## src/rtl/iicc_sync_servo_if.sv

```systemverilog
// rtl/iicc_sync_servo_if.sv - offset sample in / counter correction out bundle for the sync servo
interface iicc_sync_servo_if #(
  parameter int TDW  = 65,
  parameter int CW   = 52,
  parameter int FRAC = 12
);
  logic                   tdiff_stb;
  logic signed [TDW-1:0]  tdiff;
  logic        [CW-1:0]   corr;
  logic        [FRAC-1:0] corr_frac;
  logic                   corr_stb;

  modport master (output tdiff_stb, tdiff, input corr, corr_frac, corr_stb);
  modport slave  (input tdiff_stb, tdiff, output corr, corr_frac, corr_stb);
endinterface

```

## src/rtl/iicc_sync_servo.sv

```systemverilog
// rtl/iicc_sync_servo.sv - outlier-rejecting step/PI servo producing the txusrclk counter correction
module iicc_sync_servo #(
  parameter int TDW         = 65,
  parameter int CW          = 52,
  parameter int FRAC        = 12,
  parameter int EW          = 32,
  parameter int KP_SHIFT    = 2,
  parameter int KI_SHIFT    = 6,
  parameter int STEP_TH     = 4096,
  parameter int LOCK_TH     = 64,
  parameter int LOCK_CNT    = 8,
  parameter int OUTLIER_MAX = 3,
  parameter int INT_LIM     = 65535
) (
  input  logic                  txusrclk,
  input  logic                  rstn,
  input  logic                  enable,
  iicc_sync_servo_if.slave      link,
  output logic [1:0]            state,
  output logic                  locked,
  output logic [7:0]            overrun
);

  localparam int AW = CW + FRAC;
  localparam int GW = $clog2(LOCK_CNT + 1);
  localparam int RW = $clog2(OUTLIER_MAX + 1);

  localparam logic signed [EW-1:0]  E_MAX   = {1'b0, {(EW-1){1'b1}}};
  localparam logic signed [EW-1:0]  E_MIN   = {1'b1, {(EW-1){1'b0}}};
  localparam logic signed [TDW-1:0] HALF_HI = {{(TDW-EW+1){1'b0}}, {(EW-1){1'b1}}};
  localparam logic signed [TDW-1:0] HALF_LO = {{(TDW-EW+1){1'b1}}, {(EW-1){1'b0}}};
  localparam logic signed [EW:0]    ILIM_P  = (EW+1)'(INT_LIM);
  localparam logic signed [EW:0]    ILIM_N  = -ILIM_P;

  typedef enum logic [1:0] {IDLE = 2'd0, ACQ = 2'd1, LOCKED = 2'd2} state_t;

  state_t                st, st_n;
  logic [AW-1:0]         acc, acc_n;
  logic signed [EW-1:0]  integ, integ_n;
  logic [GW-1:0]         good, good_n;
  logic [RW-1:0]         rej, rej_n;
  logic                  stb_q;

  logic                  s1_v, s2_v;
  logic signed [EW-1:0]  s1_e, s2_e, s2_integ;
  logic                  s2_big, s2_win;

  function automatic logic [AW-1:0] sext(input logic [EW-1:0] v);
    return {{(AW-EW){v[EW-1]}}, v};
  endfunction

  // Stage 1 input: halve the round-trip sum and clamp into the error width.
  logic signed [TDW-1:0] half;
  logic signed [EW-1:0]  e_in;
  logic                  busy, accept;

  assign half   = link.tdiff >>> 1;
  assign busy   = s1_v || s2_v;
  assign accept = enable && link.tdiff_stb && !busy;

  always_comb begin
    if (half > HALF_HI)      e_in = E_MAX;
    else if (half < HALF_LO) e_in = E_MIN;
    else                     e_in = half[EW-1:0];
  end

  // Stage 2 input: magnitude, threshold decisions and saturating integrator candidate.
  logic [EW-1:0]        ae;
  logic signed [EW-1:0] ki, integ_c;
  logic signed [EW:0]   isum;

  assign ki   = s1_e >>> KI_SHIFT;
  assign isum = $signed({integ[EW-1], integ}) + $signed({ki[EW-1], ki});

  always_comb begin
    if (s1_e == E_MIN)     ae = E_MAX;
    else if (s1_e < 0)     ae = -s1_e;
    else                   ae = s1_e;
    if (isum > ILIM_P)      integ_c = ILIM_P[EW-1:0];
    else if (isum < ILIM_N) integ_c = ILIM_N[EW-1:0];
    else                    integ_c = isum[EW-1:0];
  end

  // Stage 3 input: servo state machine and accumulator update.
  logic signed [EW-1:0] kp;
  logic [AW-1:0]        acc_step, acc_pi;

  assign kp       = s2_e >>> KP_SHIFT;
  assign acc_step = acc + sext(s2_e);
  assign acc_pi   = acc + sext(kp) + sext(s2_integ);

  always_comb begin
    st_n    = st;
    acc_n   = acc;
    integ_n = integ;
    good_n  = good;
    rej_n   = rej;
    case (st)
      IDLE: begin
        acc_n   = acc_step;
        integ_n = '0;
        good_n  = '0;
        rej_n   = '0;
        st_n    = ACQ;
      end
      ACQ: begin
        if (s2_big) begin
          acc_n   = acc_step;
          integ_n = '0;
          good_n  = '0;
        end else begin
          acc_n   = acc_pi;
          integ_n = s2_integ;
          good_n  = s2_win ? good + 1'b1 : '0;
          if (good_n == GW'(LOCK_CNT)) begin
            st_n  = LOCKED;
            rej_n = '0;
          end
        end
      end
      LOCKED: begin
        if (s2_big) begin
          rej_n = rej + 1'b1;
          if (rej_n == RW'(OUTLIER_MAX)) begin
            st_n   = ACQ;
            good_n = '0;
            rej_n  = '0;
          end
        end else begin
          acc_n   = acc_pi;
          integ_n = s2_integ;
          rej_n   = '0;
        end
      end
      default: st_n = IDLE;
    endcase
  end

  always_ff @(posedge txusrclk or negedge rstn) begin
    if (!rstn) begin
      st       <= IDLE;
      acc      <= '0;
      integ    <= '0;
      good     <= '0;
      rej      <= '0;
      stb_q    <= 1'b0;
      locked   <= 1'b0;
      overrun  <= '0;
      s1_v     <= 1'b0;
      s1_e     <= '0;
      s2_v     <= 1'b0;
      s2_e     <= '0;
      s2_integ <= '0;
      s2_big   <= 1'b0;
      s2_win   <= 1'b0;
    end else if (!enable) begin
      // acc is held so the link keeps its last correction while the servo is parked.
      st     <= IDLE;
      integ  <= '0;
      good   <= '0;
      rej    <= '0;
      stb_q  <= 1'b0;
      locked <= 1'b0;
      s1_v   <= 1'b0;
      s2_v   <= 1'b0;
    end else begin
      s1_v <= accept;
      if (accept) s1_e <= e_in;
      s2_v <= s1_v;
      if (s1_v) begin
        s2_e     <= s1_e;
        s2_integ <= integ_c;
        s2_big   <= ae > EW'(STEP_TH);
        s2_win   <= ae <= EW'(LOCK_TH);
      end
      stb_q <= s2_v;
      if (s2_v) begin
        st     <= st_n;
        acc    <= acc_n;
        integ  <= integ_n;
        good   <= good_n;
        rej    <= rej_n;
        locked <= (st_n == LOCKED);
      end
      if (link.tdiff_stb && busy && overrun != 8'hFF) overrun <= overrun + 8'd1;
    end
  end

  assign link.corr      = acc[AW-1:FRAC];
  assign link.corr_frac = acc[FRAC-1:0];
  assign link.corr_stb  = stb_q;
  assign state          = st;

endmodule

```

## src/flat_wrapper.sv

```systemverilog
// flat-port wrapper written by rule: the top's interface ports become plain ports
module iicc_sync_servo_flat 
#(
  parameter int TDW         = 65,
  parameter int CW          = 52,
  parameter int FRAC        = 12,
  parameter int EW          = 32,
  parameter int KP_SHIFT    = 2,
  parameter int KI_SHIFT    = 6,
  parameter int STEP_TH     = 4096,
  parameter int LOCK_TH     = 64,
  parameter int LOCK_CNT    = 8,
  parameter int OUTLIER_MAX = 3,
  parameter int INT_LIM     = 65535
)
  (txusrclk, rstn, enable, state, locked, overrun, link_tdiff_stb, link_tdiff, link_corr, link_corr_frac, link_corr_stb);
  iicc_sync_servo_if #(.TDW(TDW), .CW(CW), .FRAC(FRAC)) link_i ();
  input  logic txusrclk;
  input  logic rstn;
  input  logic enable;
  output logic [1:0] state;
  output logic locked;
  output logic [7:0] overrun;
  input wire logic [$bits(link_i.tdiff_stb)-1:0] link_tdiff_stb;
  input wire logic [$bits(link_i.tdiff)-1:0] link_tdiff;
  output wire logic [$bits(link_i.corr)-1:0] link_corr;
  output wire logic [$bits(link_i.corr_frac)-1:0] link_corr_frac;
  output wire logic [$bits(link_i.corr_stb)-1:0] link_corr_stb;
  assign link_i.tdiff_stb = link_tdiff_stb;
  assign link_i.tdiff = link_tdiff;
  assign link_corr = link_i.corr;
  assign link_corr_frac = link_i.corr_frac;
  assign link_corr_stb = link_i.corr_stb;
  iicc_sync_servo #(.TDW(TDW), .CW(CW), .FRAC(FRAC), .EW(EW), .KP_SHIFT(KP_SHIFT), .KI_SHIFT(KI_SHIFT), .STEP_TH(STEP_TH), .LOCK_TH(LOCK_TH), .LOCK_CNT(LOCK_CNT), .OUTLIER_MAX(OUTLIER_MAX), .INT_LIM(INT_LIM)) u_core (.txusrclk(txusrclk), .rstn(rstn), .enable(enable), .link(link_i), .state(state), .locked(locked), .overrun(overrun));
endmodule
```

## config.mk

```make
export PLATFORM = sky130hd
export DESIGN_NAME = iicc_sync_servo_flat
export DESIGN_NICKNAME = d
export VERILOG_FILES = /design/src/rtl/iicc_sync_servo_if.sv /design/src/rtl/iicc_sync_servo.sv /design/src/flat_wrapper.sv
export SDC_FILE = /design/constraint.sdc
export NUM_CORES = 1
export LEC_CHECK = 0
export BUFFER_PORTS_ARGS = -buffer_cell sky130_fd_sc_hd__buf_2
export CAP_MARGIN = 30
export CORE_ASPECT_RATIO = 1.1
export CORE_UTILIZATION = 45
export DETAILED_ROUTE_END_ITERATION = 10
export PLACE_DENSITY = 0.72
export SLEW_MARGIN = 5
export SYNTH_ARGS = -nofsm -noshare
export SYNTH_HDL_FRONTEND = slang
export SYNTH_SLANG_ARGS = --single-unit
```

## constraint.sdc

```tcl
create_clock -name txusrclk -period 5.3 [get_ports txusrclk]
set_clock_uncertainty 0.1 [all_clocks]
set_input_delay 0.795 -clock txusrclk [delete_from_list [all_inputs] [get_ports txusrclk]]
set_output_delay 0.795 -clock txusrclk [all_outputs]
set_load 0.03 [all_outputs]
```

; ---- Yosys cells after proc, flatten, opt, wreduce, memory -nomap -nowiden
; Cells that the tools add are included.
; W data, S select, Z words.
[op_classes]
n_addsub = 8
order_cmp = 7
n_eq_ne = 15
muxes = 40
reduce_logical = 15
[ops]
columns = operator, n
row1 = $mux W32, 10
row2 = $add A64 B64 Y64, 3
row3 = $pmux W64 S3, 1
row4 = $mux W64, 2
row5 = $pmux W32 S3, 1
row6 = $gt A64 B32 Y1 const B, 1
row7 = $lt A64 B32 Y1 const B, 1
row8 = $add A32 B26 Y33, 1
row9 = $gt A33 B17 Y1 const B, 1
row10 = $lt A33 B17 Y1 const B, 1
row11 = $eq A32 B32 Y1 const B, 1
row12 = $gt A32 B13 Y1 const B, 1
row13 = $le A32 B7 Y1 const B, 1
row14 = $lt A32 B1 Y1 const B, 1
row15 = $neg A32 Y32, 1
row16 = $mux W2, 12
row17 = $mux W4, 6
row18 = $pmux W2 S3, 2
row19 = $pmux W4 S3, 1
row20 = $reduce_and A4 Y1, 3
row21 = $ne A3 B2 Y1 const B, 3
row22 = $add A8 B1 Y8 const B, 1
row23 = $ne A8 B8 Y1 const B, 1
row24 = $eq A2 B2 Y1 const B, 3
row25 = other kinds (16), 26
[word_totals]
reg_bits = 214
inputBits = 69
out_inout_bits = 76
word_cells = 100

; ---- Longest topological paths before layout
; Gate-level depths: netlist (run 1).
[logic_depth]
word_depth = 9
mapped_depth = 16

; ---- Worst setup path after synthesis (run 1)
; No wires, ideal clock.
[synth_path]
kind = register -> register
startpoint = register u_core.s2_e[31]
endpoint = register u_core.acc[63]
setup_time_ns = 0.124
arrival_ns = 5.122
required_time_ns = 5.076
setup_slack_ns = -0.046
stages_incl_launch_ff = 14
n_path_buf = 1
period_less_slack_ns = 5.346
path_cell_list = dfrtp_1 fa_1 ha_1 clkbuf_1 nand2_1 or4b_1 or2_0 o22ai_2 o31ai_2 or3_1 a31oi_1 a221oi_1 mux2i_1 a211o_1
[synth_via]
elab_chain_len = 4
elab_cells_between_ends = 6
cone_classes = add/sub: 3 / mux: 3
[synth_rtl]
columns = element, line_no
row1 = from (decl), iicc_sync_servo.sv:45  ; logic signed [EW-1:0] s1_e, s2_e, s2_integ;
row2 = from (signal assigned), iicc_sync_servo.sv:152  ; s2_e <= '0;
row3 = from (signal assigned), iicc_sync_servo.sv:171  ; s2_e <= s1_e;
row4 = $add A64 B64 Y64 (2 in a row), iicc_sync_servo.sv:90  ; assign acc_pi = acc + sext(kp) + sext(s2_integ);
row5 = "$mux W64, on equally long branches", "iicc_sync_servo.sv:122, iicc_sync_servo.sv:107"
row6 = $pmux W64 S3 *, iicc_sync_servo.sv:98  ; case (st)
row7 = to (signal assigned), iicc_sync_servo.sv:179  ; acc <= acc_n;
row8 = to (decl), iicc_sync_servo.sv:38  ; logic [AW-1:0] acc, acc_n;
; Mark *: on every way between the ends. The rest lies on a longest branch, timed or not. The select of a mux whose other input is x is not followed.
; A chain may end at the register's enable or synchronous reset.

; ---- Final worst setup path (run 1)
; Same ends and word-level chain as after synthesis.

==> summary.txt, run 1 <==
Clock power frac = 10.9%
Lkg Pwr = 10.2 nW
Post-synth EDFFs = 0
Syn Inst Count = 2423
CP arrival = 5.17 ns
Die Area = 0.0463 sq mm
Ports = 145
Min Tclk post-route = 4.82 ns
Die W = 205 microns
Core Region = 0.0447 sq mm
Synthesized Nets = 2723
Seq pwr share = 16.3%
Power after layout = 17.1 mW
Die H = 226 microns
Post-route antenna net violation count = 0
Routed via count = 19500
Hold-fix buffers, CTS = 0
Ys flop type = dfrtp_1
Sw frac = 53.2%
Worst vdd ir = 333 uV
Sequential fraction of the synthesis area = 26.2%
Global-route wire length before repair = 100 mm
Int Power = 7.99 mW
CP startpoint kind = flop
Total CTS buffers = 25
Slew at the pin closest to its max-slew limit = 0.997 ns
Fin nets = 2811
Core Rows = 81
DP HPWL = 48.6 mm
Share of cells above drive strength 1 = 11.8%
CTS tree = done
Crit path kind = flop to flop
Max Cap Viol = 0
Unrepaired setup endpoints after global routing = no
Syn. warnings = 0
Area delta synth->final = 10.6%
Final period util = 90.9%
Fin. max-slew vios = 0
Postcts setup bufs = 0
Placer Congestion = 0.967
Avg Inst Size Synth = 8.44 sq um
Most frequent cells in the layout = nand2_1, nor2_1, a21oi_1
Non-Filler Instances = 3110
CTS sink cnt = 214
Initial Utilization = 45.8%
Via density = 6.26
Post-synthesis cell area = 0.0205 sq mm
Net Sw Power = 9.09 mW
Total GRT Usage = 27.0%
Setup TNS = 0 ns
Routed WL = 63.1 mm
DP Cell Count = 3064
CTS max path bufs = 3
Setup crit end kind = flop
#FFs+latches synth = 214
Grt ovf = 0
PwrDens = 755 mW/mm^2
Max FO, Critical Path = 51
Cell variety after synth = 102
Wire length per cell = 20.3 microns
Via count of the first global-routing pass = 18700
H-tree depth = 1
Root buffer cell = clkbuf_16
HP Class = primary input to async pin
Largest net degree at the start of global routing = 127
Ys async rst share = 100%
DRC = 0
Worst slew margin = 33.5%
CTS clk-pin slew, worst paths = 0.07 ns
PostCTS Resize Cnt = 0
Fmax = 208 MHz
Required time of the worst setup path = 5.65 ns
Commonest non-fill, non-tap cell in the layout = nand2_1
Final setup violating endpoints = 0
IO Port Bufs = 143
Combinational share of power = 72.8%
Initial detailed-routing violation count = 1366
Antenna cell count = 0
Hold Fails Final Rpt = 0
Initial antenna violation count = 0
Outcome = finished, final reports clean
Drt pass-1 iters = 5
Clk Latency, worst-skew pair = 0.57 ns
[Yosys cell counts, drive strengths merged (25+ instances only)]
cell type | n | area share, %
nand2 | 267 | 4.9
nor2 | 237 | 4.4
a21oi | 231 | 5.8
dfrtp | 214 | 26
ha | 165 | 10
o21ai | 146 | 3.6
a21o | 104 | 3.9
clkbuf | 92 | 1.7
xnor2 | 82 | 3.6
fa | 66 | 6.5
xor2 | 66 | 2.8
a221oi | 56 | 2.8
nand3 | 56 | 1.4
nand4 | 51 | 1.6
nor3 | 48 | 1.3
inv | 45 | 0.83
a22o | 37 | 1.6
o21a | 37 | 1.4
buf | 28 | 0.75
a211oi | 27 | 1.1
a31oi | 26 | 0.80
o21bai | 25 | 0.92
[path summary, 6_finish.rpt]
kind | cells past startpoint | slack (ns) | start | to
hold / removal | 1 | 0.25 | rstn | u_core.s2_e[28]$_DFFE_PN0P_
setup / recovery | 15 | 0.48 | u_core.s2_e[31]$_DFFE_PN0P_ | u_core.acc[63]$_DFFE_PN0P_
hold reg to reg | 1 | 0.38 | u_core.overrun[7]$_DFFE_PN0P_ | u_core.overrun[7]$_DFFE_PN0P_
setup reg to reg | 15 | 0.48 | u_core.s2_e[31]$_DFFE_PN0P_ | u_core.acc[63]$_DFFE_PN0P_
max in group asynchronous | 2 | 3.77 | rstn | u_core.overrun[1]$_DFFE_PN0P_
min in group txusrclk | 3 | 0.36 | link_tdiff[9] | u_core.s1_e[8]$_DFFE_PN0P_
[metrics by stage]
stage               worst slack (ns)  cell area [sq um]  hold WS, ns  util (%)
floorplan                      0.289              20500        0.354         -
global route                   0.199              22600        0.337      50.6
finish                         0.485              22600        0.247      50.6
global placement               0.607              21700        0.378      48.6
detailed placement             0.522              21700        0.377      48.6
CTS                            0.481              22600        0.292      50.6
[area by class of cell]
cell class              count  area, sq um
repair buffers            181         1050
multi-input cells        2044        14500
fillers                  4185        22100
well taps                 581          727
clock inverters            16          204
inverters                  45          169
flip-flops and latches    214         5360
clock buffers              29          671
[power groups by stage]
| stage | Sequential (mW) | Combinational [mW] | Clock (mW) |
|---|---|---|---|
| 2_1_floorplan | 3.13 | 8.70 | 0 |
| 3_3_place_gp | 2.78 | 11.9 | 0 |
| 3_5_place_dp | 2.79 | 12.1 | 0 |
| 4_1_cts | 2.77 | 12.2 | 1.90 |
| 5_1_grt | 2.85 | 13.7 | 1.95 |
| 6_report | 2.78 | 12.4 | 1.87 |
[routing by layer]
metal	GRT usage, %	vias up	routed length [microns]
li1	-	9155	-
met1	36.1	9454	27200
met2	44.8	709	29600
met3	2.73	149	3650
met4	10.7	0	2630
met5	0	-	0
[kinds of logic (layout without fill, tap and decap cells)]
kind of cell / after synthesis / in the layout / share of synthesized area, %
buf+inv: 165 / 271 / 3.27
fa+ha+maj: 231 / 231 / 16.6
xor+xnor: 148 / 148 / 6.47
flops: 214 / 214 / 26.2
simple gates: 824 / 824 / 19.1
mux: 10 / 10 / 0.520
compound gates: 831 / 831 / 27.9
[worst max-delay path, cell delays in order (launching register included)]
cell	delay [ns]
dfrtp_2	0.71
buf_4	0.68
fa_1	0.54
ha_1	0.43
a21o_1	0.15
a21o_1	0.11
a21oi_1	0.10
nor2b_1	0.15
o21ai_0	0.19
o31ai_2	0.10
buf_4	0.16
or3_1	0.35
a31oi_1	0.36
a221oi_1	0.15
mux2i_1	0.15
a211o_1	0.23
[flip-flops by register name (all words and copies together), names as in the netlist]
| name | cells |
|---|---|
| u_core.acc | 64 |
| u_core.integ | 32 |
| u_core.s1_e | 32 |
| u_core.s2_e | 32 |
| u_core.s2_integ | 32 |
| u_core.overrun | 8 |
| u_core.good | 4 |
| u_core.rej | 2 |
| u_core.state | 2 |
| u_core.link.corr_stb | 1 |
| u_core.locked | 1 |
| u_core.s1_v | 1 |
| u_core.s2_big | 1 |
| u_core.s2_v | 1 |
| u_core.s2_win | 1 |
(Power assumes the default switching activity.)
==> inputs of run 2 (changes only) <==
Settings changed: BUFFER_PORTS_ARGS -buffer_cell sky130_fd_sc_hd__buf_2 to -buffer_cell sky130_fd_sc_hd__clkbuf_2, TNS_END_PERCENT from default to 1.
==> run 2 against run 1 <==
  * Largest power group unchanged
  * Worst hold slack lost 0.021 ns
  * Cell count is essentially flat
  * Global-route usage is essentially flat
  * Die area is the same
  * First-iteration DRC count grew 8.3%
  * Highest routed layer unchanged
  * Clock power is essentially flat
  * Register-to-register slack gained 0.02 ns
  * Sequential share of layout area is the same
==> summary.txt, run 2 (same netlist as run 1, synthesis figures left out) <==
Commonest non-fill, non-tap cell in the layout = nand2_1
DRC = 0
IO Port Bufs = 143
Hold Fails Final Rpt = 0
Outcome = finished, final reports clean
Max Cap Viol = 0
Required time of the worst setup path = 5.65 ns
Drt pass-1 iters = 7
Initial antenna violation count = 0
Max FO, Critical Path = 51
H-tree depth = 1
Total CTS buffers = 26
Sw frac = 53.1%
Int Power = 8.00 mW
DP HPWL = 48.6 mm
Ports = 145
Unrepaired setup endpoints after global routing = no
Final period util = 90.4%
HP Class = primary input to async pin
Worst slew margin = 34.9%
Fin. max-slew vios = 0
Combinational share of power = 72.7%
CTS clk-pin slew, worst paths = 0.06 ns
CP Cell Sequence = buf_4 -> fa_1 -> ha_1 -> a21o_1 -> a21o_1 -> a21oi_1 -> nor2b_1 -> o21ai_0 -> o31ai_2 -> buf_4 -> or3_1 -> a31oi_1 -> a221oi_1 -> mux2i_1 -> a211o_1
Global-route wire length before repair = 100 mm
Lkg Pwr = 10.2 nW
CTS max path bufs = 3
Postcts setup bufs = 0
Most frequent cells in the layout = nand2_1, nor2_1, a21oi_1
Post-route antenna net violation count = 0
Crit path kind = flop to flop
Largest net degree at the start of global routing = 121
Antenna cell count = 0
Fin nets = 2811
Total GRT Usage = 27.0%
Initial detailed-routing violation count = 1480
Worst vdd ir = 310 uV
Routed via count = 19400
Largest register FFs = 64
Root buffer cell = clkbuf_16
Core Region = 0.0447 sq mm
Crit-path leading delay family = compound AO/OA/AOI/OAI gates
CP Buf/Inv Count = 2
Die Area = 0.0463 sq mm
CP arrival = 5.14 ns
Share of cells above drive strength 1 = 11.8%
Final setup violating endpoints = 0
Cell with the largest stage delay on the worst path = dfrtp_2
PostCTS Resize Cnt = 0
Core Rows = 81
Wire length per cell = 20.2 microns
Grt ovf = 0
Fin util = 50.6%
Slew at the pin closest to its max-slew limit = 0.977 ns
Hold-fix buffers, CTS = 0
Setup crit end kind = flop
Clk Latency, worst-skew pair = 0.57 ns
Net Sw Power = 9.07 mW
Seq pwr share = 16.3%
Initial Utilization = 45.8%
CP startpoint kind = flop
Biggest register = u_core.acc
Die W = 205 microns
Placer Congestion = 0.944
PwrDens = 754 mW/mm^2
Via density = 6.25
CTS tree = done
Via count of the first global-routing pass = 18700
Area delta synth->final = 10.6%
Routed WL = 62.9 mm
Setup TNS = 0 ns
Clock power frac = 11.0%
CP peak stage delay = 0.72 ns
Fmax = 209 MHz
Die H = 226 microns
Min Tclk post-route = 4.79 ns
CTS sink cnt = 214
==> run 2: layer usage <==
| metal | GRT usage (%) | part of all wire [%] |
|---|---|---|
| met1 | 35.7 | 43 |
| met2 | 45.1 | 47 |
| met3 | 3.12 | 6.7 |
| met4 | 9.89 | 3.7 |
| met5 | 0 | 0 |
==> run 2: layout make-up <==
cell class | instances | area (sq um)
Fill cell | 4190 | 22100
Sequential cell | 214 | 5360
Tap cell | 581 | 727
Multi-Input combinational cell | 2044 | 14500
Timing Repair Buffer | 180 | 1030
Inverter | 45 | 169
Clock buffer | 35 | 734
Clock inverter | 13 | 160
==> run 2: final timing paths <==
check | depth (start not counted) | from | slack [ns] | to
worst max-delay path | 15 | u_core.s2_e[31]$_DFFE_PN0P_ | 0.51 | u_core.acc[63]$_DFFE_PN0P_
worst min-delay path | 1 | rstn | 0.23 | u_core.s2_e[27]$_DFFE_PN0P_
worst max register to register | 15 | u_core.s2_e[31]$_DFFE_PN0P_ | 0.51 | u_core.acc[63]$_DFFE_PN0P_
worst min register to register | 1 | u_core.overrun[7]$_DFFE_PN0P_ | 0.41 | u_core.overrun[7]$_DFFE_PN0P_
max in group asynchronous | 2 | rstn | 3.74 | u_core.s2_e[31]$_DFFE_PN0P_
min in group txusrclk | 3 | link_tdiff[18] | 0.35 | u_core.s1_e[17]$_DFFE_PN0P_
==> run 2: power by group through the flow <==
| stage | clock network [mW] | logic, mW | registers (mW) |
|---|---|---|---|
| 2_1_floorplan | 0 | 8.70 | 3.13 |
| 3_3_place_gp | 0 | 11.9 | 2.78 |
| 3_5_place_dp | 0 | 12.1 | 2.81 |
| 4_1_cts | 1.90 | 12.2 | 2.79 |
| 5_1_grt | 1.96 | 13.6 | 2.87 |
| 6_report | 1.87 | 12.4 | 2.79 |
==> run 2: through the flow <==
step / power [mW] / cells / area (sq um) / hold WS [ns] / setup WS (ns)
final: 17.1 / 3112 / 22600 / 0.226 / 0.509
after CTS: 16.9 / 3111 / 22600 / 0.286 / 0.500
after detailed placement: 14.9 / 3063 / 21700 / 0.389 / 0.501
after global routing: 18.5 / 3112 / 22600 / 0.316 / 0.223
after global placement: 14.7 / 3062 / 21700 / 0.383 / 0.554
after floorplan: 11.8 / 2423 / 20500 / 0.354 / 0.289
==> inputs of run 3 (changes only) <==
Settings changed: CORE_UTILIZATION 45 to 47, GPL_ROUTABILITY_DRIVEN from default to 0, PLACE_DENSITY 0.72 to 0.74.
==> run 3 against run 2 <==
  * Cell count decreased by 0.58%
  * Sequential power about the same
  * Worst hold slack got worse by 0.074 ns
  * Power about the same
  * Critical path type unchanged
  * Largest cell class unchanged
  * Global-route usage rose by 0.55 points
  * Count of clock-buffer cells in the layout down 3
==> summary.txt, run 3 (same netlist as run 1, synthesis figures left out) <==
Outcome = finished, final reports clean
Final setup violating endpoints = 0
Power after layout = 17.1 mW
Drt pass-1 iters = 6
Fmax = 202 MHz
Share of cells above drive strength 1 = 11.7%
Setup crit end kind = flop
Via density = 6.32
Fin. max-slew vios = 0
Global-route wire length before repair = 100 mm
Slew at the pin closest to its max-slew limit = 0.838 ns
Largest net degree at the start of global routing = 121
Core Rows = 79
Routed via count = 19500
Hold-fix buffers, CTS = 0
Biggest register = u_core.acc
R2R Path End = u_core.acc[61]$_DFFE_PN0P_
Final period util = 93.3%
Worst reg2reg path depth = 15
Crit path kind = flop to flop
Clk Latency, worst-skew pair = 0.57 ns
H-tree depth = 1
Core Region = 0.0426 sq mm
Area delta synth->final = 10.7%
Setup TNS = 0 ns
Wire length per cell = 19.9 microns
Die W = 201 microns
Hold Fails Final Rpt = 0
Fin nets = 2807
Antenna cell count = 0
Commonest non-fill, non-tap cell in the layout = nand2_1
Initial antenna violation count = 0
Initial Utilization = 48.0%
Max FO, Critical Path = 5
CP startpoint kind = flop
Worst slew margin = 44.1%
CTS max path bufs = 3
DRC = 0
Min Tclk post-route = 4.95 ns
Total GRT Usage = 27.5%
Most frequent cells in the layout = nand2_1, nor2_1, a21oi_1
Postcts setup bufs = 0
Die H = 221 microns
RR Startpoint = u_core.acc[1]$_DFFE_PN0P_
CTS sink cnt = 214
PwrDens = 753 mW/mm^2
IO Port Bufs = 143
Unrepaired setup endpoints after global routing = no
Required time of the worst setup path = 5.63 ns
DP HPWL = 47.1 mm
Worst vdd ir = 317 uV
Initial detailed-routing violation count = 1825
PostCTS Resize Cnt = 0
R2R Setup Slk = 0.35 ns
Grt ovf = 0
Max Cap Viol = 0
CTS clk-pin slew, worst paths = 0.06 ns
Total CTS buffers = 26
CTS tree = done
CP arrival = 5.27 ns
Ports = 145
Routed WL = 61.5 mm
Root buffer cell = clkbuf_16
Largest register FFs = 64
Die Area = 0.0444 sq mm
Via count of the first global-routing pass = 18900
Lkg Pwr = 10.2 nW
HP Class = primary input to async pin
Post-route antenna net violation count = 0
CP Launch Point = u_core.acc[1]$_DFFE_PN0P_
run 3: cell type report:
| class | instances | area [sq um] |
|---|---|---|
| multi-input combinational | 2044 | 14500 |
| clock buffer | 32 | 703 |
| fill | 3884 | 19900 |
| clock inverter | 16 | 240 |
| sequential | 214 | 5360 |
| timing repair buffer | 176 | 1020 |
| tap | 567 | 709 |
| inverter | 45 | 169 |
run 3: power breakdown:
part           switching [mW]  total (mW)  internal [mW]
Clock                   0.781        1.97           1.19
Combinational            7.48        12.3           4.80
Sequential              0.759        2.81           2.05
Total                    9.02        17.1           8.05
run 3: how the worst max path moves through the flow:
stage	to	slack [ns]
2_1_floorplan	u_core.acc[63]$_DFFE_PN0P_	0.29
3_3_place_gp	u_core.acc[49]$_DFFE_PN0P_	0.56
3_5_place_dp	u_core.acc[61]$_DFFE_PN0P_	0.50
4_1_cts	u_core.acc[61]$_DFFE_PN0P_	0.45
5_1_grt	u_core.acc[61]$_DFFE_PN0P_	0.1
6_report	u_core.acc[61]$_DFFE_PN0P_	0.35
run 3: metrics by stage:
step	setup slack, ns	instance area, sq um	cells	hold WS, ns	utilization (%)
4_1_cts	0.454	22600	3092	0.200	53.1
3_5_place_dp	0.497	21700	3044	0.382	50.9
6_report	0.354	22700	3094	0.152	53.2
5_1_grt	0.0973	22700	3094	0.223	53.2
3_3_place_gp	0.564	21700	3043	0.380	50.8
2_1_floorplan	0.289	20500	2423	0.354	-
run 3: worst max-delay path, stage by stage (launching register included):
cell	delay [ns]
dfrtp_1	0.46
fa_1	0.56
ha_1	0.19
inv_1	0.06
fa_1	0.38
nand2b_1	0.21
a2111oi_0	0.49
nor2_1	0.20
a2111oi_2	0.58
o2111ai_1	0.25
a21oi_1	0.36
o211ai_1	0.30
nand2_1	0.26
a31oi_1	0.13
xor2_1	0.18
o22ai_1	0.09
run 3: per-layer routing:
| metal | GRT usage [%] | wire, microns | part of all wire, % |
|---|---|---|---|
| met5 | 0 | 0 | 0 |
| met4 | 10.8 | 2610 | 4.2 |
| met3 | 2.74 | 4100 | 6.7 |
| met2 | 45.5 | 28700 | 47 |
| met1 | 37.0 | 26100 | 42 |
